**src/rtl/inert_pkg.sv**
```systemverilog
// Shared types and constants for the inertial front end (states, SPI commands, fusion constants).
// The optional SPI watchdog is enabled by defining INERT_SPI_TIMEOUT_EN.
package inert_pkg;

  typedef enum logic [3:0] {
    S_INIT0,
    S_INIT1,
    S_INIT2,
    S_INIT3,
    S_INIT4,
    S_IDLE,
    S_RD_PRL,
    S_RD_PRH,
    S_RD_AZL,
    S_RD_AZH
  } state_e;

  localparam logic [15:0] CFG_INT = 16'h0D02;
  localparam logic [15:0] CFG_ACC = 16'h1053;
  localparam logic [15:0] CFG_GYR = 16'h1150;
  localparam logic [15:0] CFG_RND = 16'h1460;
  localparam logic [15:0] RD_PRL  = 16'hA200;
  localparam logic [15:0] RD_PRH  = 16'hA300;
  localparam logic [15:0] RD_AZL  = 16'hAC00;
  localparam logic [15:0] RD_AZH  = 16'hAD00;

  localparam logic [15:0] PTCH_RT_OFFSET = 16'h0050;
  localparam logic [15:0] AZ_OFFSET      = 16'h00A0;
  localparam logic [26:0] FUSION_GAIN    = 27'd1024;

  localparam int WDOG_W = 10;

  // States in which an SPI transaction is outstanding and done is expected.
  function automatic logic is_wait(input state_e s);
    return s inside {S_INIT1, S_INIT2, S_INIT3, S_INIT4,
                     S_RD_PRL, S_RD_PRH, S_RD_AZL, S_RD_AZH};
  endfunction

  function automatic logic is_init(input state_e s);
    return s inside {S_INIT0, S_INIT1, S_INIT2, S_INIT3, S_INIT4};
  endfunction

endpackage

```
**src/rtl/inertial_integrator.sv**
```systemverilog
// Complementary filter: integrates offset-corrected pitch rate and nudges the
// estimate toward the accelerometer-derived pitch by a fixed gain per sample.
module inertial_integrator
  import inert_pkg::*;
(
  input  logic               clk,
  input  logic               rst_n,
  input  logic               smpl,
  input  logic        [15:0] ptch_rt,
  input  logic        [15:0] AZ,
  output logic signed [15:0] ptch
);

  logic signed [15:0] rt_c;
  logic signed [15:0] az_c;
  logic signed [25:0] prod;
  logic signed [15:0] p_acc;
  logic        [26:0] fusion;
  logic        [26:0] ptch_int_q;
  logic        [26:0] ptch_int_d;

  always_comb begin
    rt_c   = ptch_rt - PTCH_RT_OFFSET;
    az_c   = AZ - AZ_OFFSET;
    prod   = {{10{az_c[15]}}, az_c} * 26'd327;
    p_acc  = {{3{prod[25]}}, prod[25:13]};
    fusion = (p_acc > ptch) ? FUSION_GAIN : -FUSION_GAIN;
    // Wraps silently in 27 bits; no saturation by design.
    ptch_int_d = ptch_int_q - {{11{rt_c[15]}}, rt_c} + fusion;
  end

  always_ff @(posedge clk or negedge rst_n) begin
    if (!rst_n) begin
      ptch_int_q <= '0;
    end else if (smpl) begin
      ptch_int_q <= ptch_int_d;
    end
  end

  assign ptch = ptch_int_q[26:11];

endmodule

```
**src/rtl/inert_intf.sv**
```systemverilog
// IMU front end: configures the sensor over SPI, reads pitch rate and Z accel on each
// data-ready, and emits fused samples. Optional SPI watchdog: INERT_SPI_TIMEOUT_EN.
module inert_intf
  import inert_pkg::*;
#(
  parameter bit fast_sim = 1'b1
) (
  input  logic        clk,
  input  logic        rst_n,
  input  logic        INT,
  input  logic        done,
  input  logic [15:0] rd_data,
  output logic        wrt,
  output logic [15:0] cmd,
  output logic        vld,
  output logic [15:0] ptch,
  output logic [15:0] ptch_rt,
  output logic        imu_err
);

  state_e      state_q, state_d;
  logic [15:0] tmr_q, tmr_d;
  logic        int_ff1_q, int_ff2_q;
  logic [7:0]  prl_q, prl_d, prh_q, prh_d, azl_q, azl_d, azh_q, azh_d;
  logic        wrt_q, wrt_d;
  logic [15:0] cmd_q, cmd_d;
  logic        smpl_q, smpl_d;
  logic        vld_q;
  logic [15:0] ptch_rt_q;
  logic        tmr_full;
  logic        timeout;
  logic        unused_rd_hi;

  assign unused_rd_hi = ^rd_data[15:8];
  assign tmr_full     = fast_sim ? (&tmr_q[9:0]) : (&tmr_q);

  always_comb begin
    state_d = state_q;
    tmr_d   = '0;
    wrt_d   = 1'b0;
    cmd_d   = cmd_q;
    smpl_d  = 1'b0;
    prl_d   = prl_q;
    prh_d   = prh_q;
    azl_d   = azl_q;
    azh_d   = azh_q;
    case (state_q)
      S_INIT0: begin
        tmr_d = tmr_q + 16'd1;
        if (tmr_full) begin
          wrt_d = 1'b1; cmd_d = CFG_INT; state_d = S_INIT1;
        end
      end
      S_INIT1: if (done) begin wrt_d = 1'b1; cmd_d = CFG_ACC; state_d = S_INIT2; end
      S_INIT2: if (done) begin wrt_d = 1'b1; cmd_d = CFG_GYR; state_d = S_INIT3; end
      S_INIT3: if (done) begin wrt_d = 1'b1; cmd_d = CFG_RND; state_d = S_INIT4; end
      S_INIT4: if (done) state_d = S_IDLE;
      S_IDLE: if (int_ff2_q) begin wrt_d = 1'b1; cmd_d = RD_PRL; state_d = S_RD_PRL; end
      S_RD_PRL: if (done) begin
        prl_d = rd_data[7:0]; wrt_d = 1'b1; cmd_d = RD_PRH; state_d = S_RD_PRH;
      end
      S_RD_PRH: if (done) begin
        prh_d = rd_data[7:0]; wrt_d = 1'b1; cmd_d = RD_AZL; state_d = S_RD_AZL;
      end
      S_RD_AZL: if (done) begin
        azl_d = rd_data[7:0]; wrt_d = 1'b1; cmd_d = RD_AZH; state_d = S_RD_AZH;
      end
      S_RD_AZH: if (done) begin
        azh_d = rd_data[7:0]; smpl_d = 1'b1; state_d = S_IDLE;
      end
      default: state_d = S_INIT0;
    endcase
    // A stalled transaction abandons the partial sample; init restarts from scratch.
    if (timeout) begin
      wrt_d   = 1'b0;
      smpl_d  = 1'b0;
      state_d = is_init(state_q) ? S_INIT0 : S_IDLE;
    end
  end

  always_ff @(posedge clk or negedge rst_n) begin
    if (!rst_n) begin
      state_q   <= S_INIT0;
      tmr_q     <= '0;
      int_ff1_q <= 1'b0;
      int_ff2_q <= 1'b0;
      prl_q     <= '0;
      prh_q     <= '0;
      azl_q     <= '0;
      azh_q     <= '0;
      wrt_q     <= 1'b0;
      cmd_q     <= '0;
      smpl_q    <= 1'b0;
      vld_q     <= 1'b0;
      ptch_rt_q <= '0;
    end else begin
      state_q   <= state_d;
      tmr_q     <= tmr_d;
      int_ff1_q <= INT;
      int_ff2_q <= int_ff1_q;
      prl_q     <= prl_d;
      prh_q     <= prh_d;
      azl_q     <= azl_d;
      azh_q     <= azh_d;
      wrt_q     <= wrt_d;
      cmd_q     <= cmd_d;
      smpl_q    <= smpl_d;
      vld_q     <= smpl_q;
      if (smpl_q) ptch_rt_q <= {prh_q, prl_q};
    end
  end

`ifdef INERT_SPI_TIMEOUT_EN
  logic [WDOG_W-1:0] wdog_q;
  logic              imu_err_q;

  assign timeout = is_wait(state_q) && !done && (wdog_q == '1);

  always_ff @(posedge clk or negedge rst_n) begin
    if (!rst_n) begin
      wdog_q    <= '0;
      imu_err_q <= 1'b0;
    end else begin
      if (wrt_d || !is_wait(state_q)) wdog_q <= '0;
      else if (!done)                 wdog_q <= wdog_q + 1'b1;
      if (timeout) imu_err_q <= 1'b1;
    end
  end

  assign imu_err = imu_err_q;
`else
  assign timeout = 1'b0;
  assign imu_err = 1'b0;
`endif

  inertial_integrator u_integ (
    .clk     (clk),
    .rst_n   (rst_n),
    .smpl    (smpl_q),
    .ptch_rt ({prh_q, prl_q}),
    .AZ      ({azh_q, azl_q}),
    .ptch    (ptch)
  );

  assign wrt     = wrt_q;
  assign cmd     = cmd_q;
  assign vld     = vld_q;
  assign ptch_rt = ptch_rt_q;

endmodule

```
**config.mk**
```make
export PLATFORM = sky130hd
export DESIGN_NAME = inert_intf
export DESIGN_NICKNAME = d
export VERILOG_FILES = /design/src/rtl/inert_pkg.sv /design/src/rtl/inertial_integrator.sv /design/src/rtl/inert_intf.sv
export SDC_FILE = /design/constraint.sdc
export NUM_CORES = 1
export LEC_CHECK = 0
export CORE_MARGIN = 2
export CORE_UTILIZATION = 49
export CTS_BUF_LIST = sky130_fd_sc_hd__clkbuf_8
export CTS_CLUSTER_SIZE = 40
export DETAILED_ROUTE_END_ITERATION = 10
export GPL_ROUTABILITY_DRIVEN = 0
export MAX_ROUTING_LAYER = met4
export PLACE_DENSITY = 0.71
export RECOVER_POWER = 50
export SKIP_CTS_REPAIR_TIMING = 1
export SYNTH_ARGS = -nofsm -noshare
export SYNTH_HDL_FRONTEND = slang
export SYNTH_SLANG_ARGS = --single-unit
```
**constraint.sdc**
```tcl
create_clock -name clk -period 10.5 [get_ports clk]
set_input_delay 2.1 -clock clk [delete_from_list [all_inputs] [get_ports clk]]
set_output_delay 2.1 -clock clk [all_outputs]
set_load 0.03 [all_outputs]
```
==> results.ini, run 1 <==
[finish]
area_growth_pct = 10.8
drive_gt1_share_pct = 11.5
fin_nets = 1195
final-instance-count-excl-fill = 1227
final_common_cell = inv_1
mostFrequentLayoutCells = inv_1, ha_1, dfrtp_1, nor2_1, fa_1
fill_cells = 1675
n_antenna_cell = 0

[synth]
ys_warn_count = 0
ys_seq_area_share_pct = 27.8
synth-edff-count = 0
syn-cell-area_sq_um = 9380
synth_cell_types = 65
synthCells = 938
yosys.area.top_type_share_pct = 27.8
yosysTopAreaCell = dfrtp_1
syn_area_per_cell_sq_um = 10.0
synth_area_leaders = dfrtp_1, ha_1, fa_1, mux2_2, inv_1
synth_seq_cells = 104
synthArstFlopShare_pct = 100
ys.flop_type = dfrtp_1

[critical_path]
cp.required_ns = 10.78
crit_top_cell = ha_1
critical_path_class = reg -> reg
critPathSlowestCell = fa_1
crit_path_start = azl_q[5]
crit_path_max_incr_delay_ns = 0.57
setup.worst_path.start_class = flop
cp_max_fo = 7
rr_startpoint = azl_q[5]
crit_family = adder cells
crit_buf_inv = 5
crit_arrival_ns = 10.01
cp-end-kind = flop

[route]
wl_per_cell_um = 14.8
routed_wl_um = 18100
dr.pass1.iters = 4
drt_iter0_drc = 265
vias = 6508
drtAntennaViolNets = 0
drc_errors = 0
viasPerCell = 5.30

[sta]
hold_viol = 0
max_slew_margin_pct = -94.4
fin_crit_sh_pct = 92.7
hold-worst-slack_ns = 0.365
slew_violations = 107
rsz0062_at_grt = no
max_freq_mhz = 103
fin_setup_tns_ns = 0
setup_viol = 0
worstMarginPinSlew_ns = 2.92
period_needed_ns = 9.73
fin_skew_ns = 0.0161
setup_ws_ns = 0.770

[die]
rows = 50
core_region_area_sq_um = 18800
dieArea_sq_um = 20300
dieWidth_um = 142
start_util_pct = 50.0
die_y_um = 142
io_pins = 71

[clocking]
cts_buffers = 9
clk_latency_ns = 0.39
cts_buffer_depth = 2
htree_levels = 3
clk_pin_slew_ns = 0.12
clkSinkCount = 104
cts_root_buf = clkbuf_8
cts_tree = built

[place]
dp_hpwl_um = 14500
io_buffer_count = 57
place_ws_ns = 0.304
place_inst = 1208

[status]
violations = capacitance limit, slew limit
status = finished, violations left

[global_route]
gr-total-overflow = 0
grt_pass1_wl_um = 30700
first_global_vias = 6456
antenna_found_initial = 0
grt_usage_pct = 19.5
grt_max_degree = 56

[run]
drv_cap = 2

[min_path]
min_path_type = reg -> reg
min-delay-start = int_ff1_q

[worst register-to-register path, delay by kind of cell (launching register included)]
kind | cells | cell delay (ns)
adder cells (fa/ha/maj) | 10 | 3.71
flip-flops | 1 | 0.47
buffers and inverters | 5 | 0.63
XOR/XNOR | 3 | 0.43
AND/OR/NAND/NOR | 11 | 2.03
AO/OA/AOI/OAI | 12 | 2.35
[logic make-up (layout without fill, tap and decap cells)]
kind of cell	count (synthesis)	in the layout	share of synthesized area, %
buffers and inverters	172	223	7.82
AO/OA/AOI/OAI	153	153	10.9
flip-flops	104	104	27.8
AND/OR/NAND/NOR	191	191	10.2
adder cells (fa/ha/maj)	187	187	29.5
XOR/XNOR	71	71	6.71
multiplexers	59	59	7.03
other	1	5	0.0400
[per-stage QoR]
stage | area [sq um] | utilization, %
2_1_floorplan | 9390 | -
3_3_place_gp | 10100 | 54.0
3_5_place_dp | 10100 | 54.0
4_1_cts | 10300 | 55.0
5_1_grt | 10400 | 55.4
6_report | 10400 | 55.4
[synthesized netlist by cell type, drive strengths merged, types with 5 or more instances]
cell    count
nor2b       7
nand2b      8
and3        5
nor2       70
xnor2      43
o21bai      7
a211oi      6
o21a       10
dfrtp     104
nand4       9
nand2      38
clkbuf     14
inv       133
nor3       14
a21oi      42
fa         57
a31oi       5
ha        130
xor2       28
a21o       14
mux2       55
o21ai      41
buf        25
nand3      14
[area by class of cell]
cell class	count	area (sq um)	share of cell area [%]
multi-input cells	666	6110	58.8
flip-flops and latches	104	2610	25.1
repair buffers	74	692	6.66
inverters	133	499	4.80
well taps	234	293	2.82
clock buffers	9	124	1.19
clock inverters	7	71.3	0.686
[metal layers]
metal,vias to the layer above,GRT usage (%),wire length (um)
met5,-,-,0
met4,0,4.12,197
met3,12,3.53,660
met2,95,31.6,8480
met1,3151,25.8,8760
li1,3250,-,-
[sequential cells by signal, summed over array words and instances (netlist names)]
signal,cells
int_ff2_q,1
tmr_q,10
state_q,4
ptch_rt,16
prl_q,8
u_integ.ptch_int_q,27
azl_q,8
cmd,10
azh_q,8
smpl_q,1
prh_q,8
int_ff1_q,1
wrt,1
vld,1
[final timing paths]
| check | endpoint | slack [ns] | cells after the start |
|---|---|---|---|
| min in group asynchronous | u_integ.ptch_int_q[23] | 2.57 | 1 |
| max reg2reg | u_integ.ptch_int_q[26] | 0.77 | 41 |
| max | u_integ.ptch_int_q[26] | 0.77 | 41 |
| max in group asynchronous | smpl_q | 3.92 | 2 |
| min reg2reg | int_ff2_q | 0.36 | 0 |
| min | int_ff2_q | 0.36 | 0 |
Power of run 1 is not shown: default switching activity piles up to over one toggle a cycle in this logic, so the estimate is an artifact.
==> run 2, diff against run 1 <==
Settings changed: PLACE_DENSITY 0.71 to 0.69.
Clock period 10.5 ns to 9.4 ns, I/O delays scaled along.
==> run 2 against run 1 <==
The run ends with setup timing left. Fmax rose by 2.7%. Critical endpoint unchanged. Critical path type unchanged. Non-clock buffer count rose by 58. Via count rose by 5.1%. Clock-buffer cell count did not move. Utilization rose by 4.1 points.
==> results.ini, run 2 (synthesis results as in run 1) <==
[finish]
top_register = u_integ.ptch_int_q
drive_gt1_share_pct = 20.5  ; +9.0 points
final_common_cell = inv_1
stdcell_area_sq_um = 11200  ; +7.5%
mostFrequentLayoutCells = inv_1, ha_1, dfrtp_1, buf_4, nor2_1
area_growth_pct = 19.1
largest_register_ffs = 27  ; unchanged
fill_cells = 1594  ; -4.8%
n_antenna_cell = 0  ; unchanged
fin_nets = 1253  ; +4.9%

[route]
drt_iter0_drc = 236  ; -11%
wl_per_cell_um = 15.4  ; +4.3%
drtAntennaViolNets = 0  ; unchanged
routed_wl_um = 19800  ; +9.2%
viasPerCell = 5.32  ; +0.34%
vias = 6839  ; +5.1%
dr.pass1.iters = 4  ; unchanged
drc_errors = 0  ; unchanged

[critical_path]
cp-end-kind = flop
critPathSlowestCell = fa_1
cp.required_ns = 9.72  ; -1.06 ns
r2r_cells = 38  ; -7.3%
crit_arrival_ns = 9.79  ; -0.22 ns
crit_path_max_incr_delay_ns = 0.61  ; +0.04 ns
setup.worst_path.start_class = flop
critical_path_class = reg -> reg
cp_max_fo = 8  ; +1

[sta]
hold-worst-slack_ns = 0.369  ; +0.00490 ns
slew_violations = 0  ; -100%
fin_crit_sh_pct = 101  ; +8.1 points
max_freq_mhz = 106  ; +2.7%
worstMarginPinSlew_ns = 1.03  ; -1.89 ns
setup_viol = 1  ; +1
period_needed_ns = 9.47  ; -0.257 ns
fin_skew_ns = 0.0174  ; +0.00136 ns
setup_ws_ns = -0.0727  ; -0.843 ns
rsz0062_at_grt = yes
max_slew_margin_pct = 31.6  ; +130 points
hold_viol = 0  ; unchanged

[status]
status = finished, violations left
violations = setup timing

[run]
drv_cap = 0  ; -2

[clocking]
cts_buffers = 9  ; unchanged
clk_pin_slew_ns = 0.12  ; about the same
clk_latency_ns = 0.39  ; about the same
clkSinkCount = 104  ; unchanged
cts_buffer_depth = 2  ; unchanged
cts_root_buf = clkbuf_8
cts_tree = built
htree_levels = 3  ; unchanged

[global_route]
use_met2_pct = 34.5  ; +2.9 points
grt_usage_pct = 20.6  ; +1.1 points
grtUsageMet3_pct = 4.07  ; +0.54 points
top_usage_layer = met2
use_met1_pct = 26.5  ; +0.62 points
grt_pass1_wl_um = 32700  ; +6.4%
antenna_found_initial = 0  ; unchanged
first_global_vias = 6797  ; +5.3%
gr-total-overflow = 0  ; unchanged
grt_max_degree = 59  ; +5.4%

[min_path]
min_path_type = reg -> reg
hold_depth = 0  ; unchanged

[die]
io_pins = 71  ; unchanged
start_util_pct = 50.0  ; unchanged
core_region_area_sq_um = 18800  ; unchanged
rows = 50  ; unchanged
die_y_um = 142  ; unchanged
dieArea_sq_um = 20300  ; unchanged
dieWidth_um = 142  ; unchanged

[place]
io_buffer_count = 57  ; unchanged
place_area_sq_um = 10500  ; +3.8%
dp_hpwl_um = 15100  ; +4.0%

-- run 2: changes by cell type in the layout (fill, tap and decap cells not counted), sizes merged --
cell,change
buf,+60
dlygate4sd3,-2
clkbuf,-2
clkinv,+1
clkdlybuf4s50,+2
bufinv,+1
clkinvlp,-1
inv,-1
-- run 2: critical path: cells and delay by family, from the launching register on --
family | cells | cell delay, ns
flip-flops | 1 | 0.41
AO/OA/AOI/OAI | 13 | 2.49
XOR/XNOR | 3 | 0.59
AND/OR/NAND/NOR | 10 | 2.25
adder cells (fa/ha/maj) | 10 | 3.45
buffers and inverters | 2 | 0.21
-- run 2: cell type report --
cell class                 instances  area, sq um  share of cell area, %
multi-input combinational        666         6390                   57.2
sequential                       104         2600                   23.3
timing repair buffer             132         1150                   10.3
inverter                         133          502                   4.49
tap                              234          293                   2.62
clock buffer                       9          124                   1.11
clock inverter                     7         98.8                  0.885
-- run 2: worst paths after layout --
kind                                start                      to  slack [ns]
worst max-delay path             azl_q[5]  u_integ.ptch_int_q[26]       -0.07
worst min-delay path            int_ff1_q               int_ff2_q        0.37
worst max register to register   azl_q[5]  u_integ.ptch_int_q[26]       -0.07
worst min register to register  int_ff1_q               int_ff2_q        0.37
max in group asynchronous           rst_n                prl_q[6]        6.71
min in group asynchronous           rst_n  u_integ.ptch_int_q[23]        1.50
-- run 2: metrics by stage --
step / utilization (%) / cells / worst slack [ns] / setup TNS [ns]
finish: 59.5 / 1285 / -0.0727 / -0.0727
global route: 59.5 / 1285 / -0.486 / -4.19
CTS: 57.2 / 1266 / -0.241 / -0.602
detailed placement: 56.0 / 1250 / -0.216 / -0.501
global placement: 56.0 / 1250 / -0.100 / -0.100
floorplan: - / 942 / 0.0319 / 0
-- run 2: routing by layer --
layer | vias up | share of wire, %
met2 | 92 | 49
li1 | 3367 | -
met4 | 0 | 0.96
met3 | 15 | 4.4
met5 | - | 0
met1 | 3365 | 45
Power of run 2 is left out for the same reason.
==> run 3, diff against run 2 <==
Settings changed: PLACE_DENSITY 0.69 to 0.71, SETUP_SLACK_MARGIN from default to 0.4.
Clock period 9.4 ns to 7.7 ns, I/O delays scaled along.
==> run 3 against run 2 <==
The run ends with capacitance limit, slew limit, setup timing left. Fmax up 2.7%. Critical path depth up 1. Die area unchanged. Global-route usage up 0.85 points. Design area up 4.9%. Sequential share of layout area down 1.1 points. Register-to-register slack worse by 1.5 ns. First-iteration DRC count down 1.3%. Setup slack worse by 1.5 ns. Critical path type unchanged. Highest routed layer unchanged.
==> results.ini, run 3 (synthesis results as in run 1) <==
[global_route]
antenna_found_initial = 0  ; unchanged
grt_usage_pct = 21.4  ; +0.85 points
grt_max_degree = 70  ; +19%
grt_pass1_wl_um = 33800  ; +3.5%
first_global_vias = 7094  ; +4.4%
gr-total-overflow = 0  ; unchanged

[die]
core_region_area_sq_um = 18800  ; unchanged
start_util_pct = 50.0  ; unchanged
die_y_um = 142  ; unchanged
dieArea_sq_um = 20300  ; unchanged
io_pins = 71  ; unchanged
rows = 50  ; unchanged
dieWidth_um = 142  ; unchanged

[sta]
max_slew_margin_pct = -143  ; -170 points
fin_crit_sh_pct = 120  ; +19 points
period_needed_ns = 9.23  ; -0.247 ns
worstMarginPinSlew_ns = 3.64  ; +2.61 ns
setup_viol = 16  ; +15
max_freq_mhz = 108  ; +2.7%
hold_viol = 0  ; unchanged
slew_violations = 107  ; +107
rsz0062_at_grt = yes
fin_skew_ns = 0.0187  ; +0.00129 ns
setup_ws_ns = -1.53  ; -1.45 ns

[critical_path]
cp_max_fo = 5  ; -3
setup.worst_path.start_class = flop
cp-end-kind = flop
crit_path_max_incr_delay_ns = 0.61  ; about the same
rr_startpoint = azl_q[6]
cp.required_ns = 8.02  ; -1.70 ns
critPathSlowestCell = fa_1
r2r_cells = 39  ; +2.6%
crit_arrival_ns = 9.54  ; -0.25 ns
crit_buf_inv = 3  ; +1
crit_top_cell = ha_4
crit_family = adder cells
critical_path_class = reg -> reg
rrSetupSlack_ns = -1.53  ; -1.45 ns
r2r-end = u_integ.ptch_int_q[26]

[min_path]
hold_depth = 0  ; unchanged
min_path_type = reg -> reg
min-delay-start = int_ff1_q
hold_end = int_ff2_q

[finish]
stdcell_area_sq_um = 11700  ; +4.9%
largest_register_ffs = 27  ; unchanged
final_common_cell = inv_1
final-instance-count-excl-fill = 1336  ; +4.0%
n_antenna_cell = 0  ; unchanged
top_register = u_integ.ptch_int_q
area_growth_pct = 24.9
drive_gt1_share_pct = 25.1  ; +4.7 points
final_util_pct = 62.4  ; +2.9 points
fin_nets = 1304  ; +4.1%
mostFrequentLayoutCells = inv_1, buf_4, ha_1, dfrtp_1, nor2_1

[status]
status = finished, violations left
violations = capacitance limit, slew limit, setup timing

[route]
drc_errors = 0  ; unchanged
wl_per_cell_um = 15.6  ; +1.3%
dr.pass1.iters = 5  ; +1
viasPerCell = 5.28  ; -0.81%
routed_wl_um = 20800  ; +5.3%
vias = 7053  ; +3.1%
drt_iter0_drc = 233  ; -1.3%
drtAntennaViolNets = 0  ; unchanged

[place]
place_inst = 1306  ; +4.5%
place_area_sq_um = 11100  ; +5.3%
dp_hpwl_um = 16100  ; +6.4%
io_buffer_count = 57  ; unchanged

[clocking]
clk_latency_ns = 0.40  ; about the same
clkSinkCount = 104  ; unchanged
cts_root_buf = clkbuf_8
htree_levels = 3  ; unchanged
cts_tree = built
cts_buffers = 9  ; unchanged
clk_pin_slew_ns = 0.11  ; about the same
cts_buffer_depth = 2  ; unchanged

[run]
drv_cap = 2  ; +2

run 3: metal layers:
metal,up-vias,wire length [um],global-route usage (%)
li1,3474,-,-
met1,3454,9400,27.8
met2,105,10500,35.8
met3,20,762,3.87
met4,0,214,4.12
met5,-,0,-
run 3: worst reg2reg max path: cells and delay by family, from the launching register on:
kind                     cells  cell delay, ns
AO/OA/AOI/OAI               14            2.58
XOR/XNOR                     3            0.46
adder cells (fa/ha/maj)     10            3.41
buffers and inverters        3            0.30
flip-flops                   1            0.40
AND/OR/NAND/NOR              9            1.97
run 3: final cells by class:
type	instances	area [sq um]
tap	234	293
sequential	104	2600
timing repair buffer	182	1530
fill	1499	7060
inverter	133	502
multi-input combinational	667	6570
clock buffer	9	124
clock inverter	7	87.6
run 3: stage by stage:
step / hold slack, ns / worst slack [ns] / setup TNS [ns]
6_report: 0.364 / -1.53 / -19.14
4_1_cts: 0.369 / -1.70 / -23.07
3_5_place_dp: 0.342 / -1.65 / -22.35
5_1_grt: 0.382 / -1.96 / -26.10
3_3_place_gp: 0.332 / -1.40 / -19.11
2_1_floorplan: 0.331 / -1.35 / -16.47
run 3: worst max path at each step:
stage             start                endpoint  slack (ns)  depth (start not counted)
2_1_floorplan  azl_q[5]  u_integ.ptch_int_q[26]       -1.35                         39
6_report       azl_q[6]  u_integ.ptch_int_q[26]       -1.53                         39
3_5_place_dp   azl_q[6]  u_integ.ptch_int_q[26]       -1.65                         40
5_1_grt        azl_q[6]  u_integ.ptch_int_q[26]       -1.96                         40
3_3_place_gp   azl_q[6]  u_integ.ptch_int_q[26]       -1.40                         40
4_1_cts        azl_q[6]  u_integ.ptch_int_q[26]       -1.70                         39
Power of run 3 is left out for the same reason.
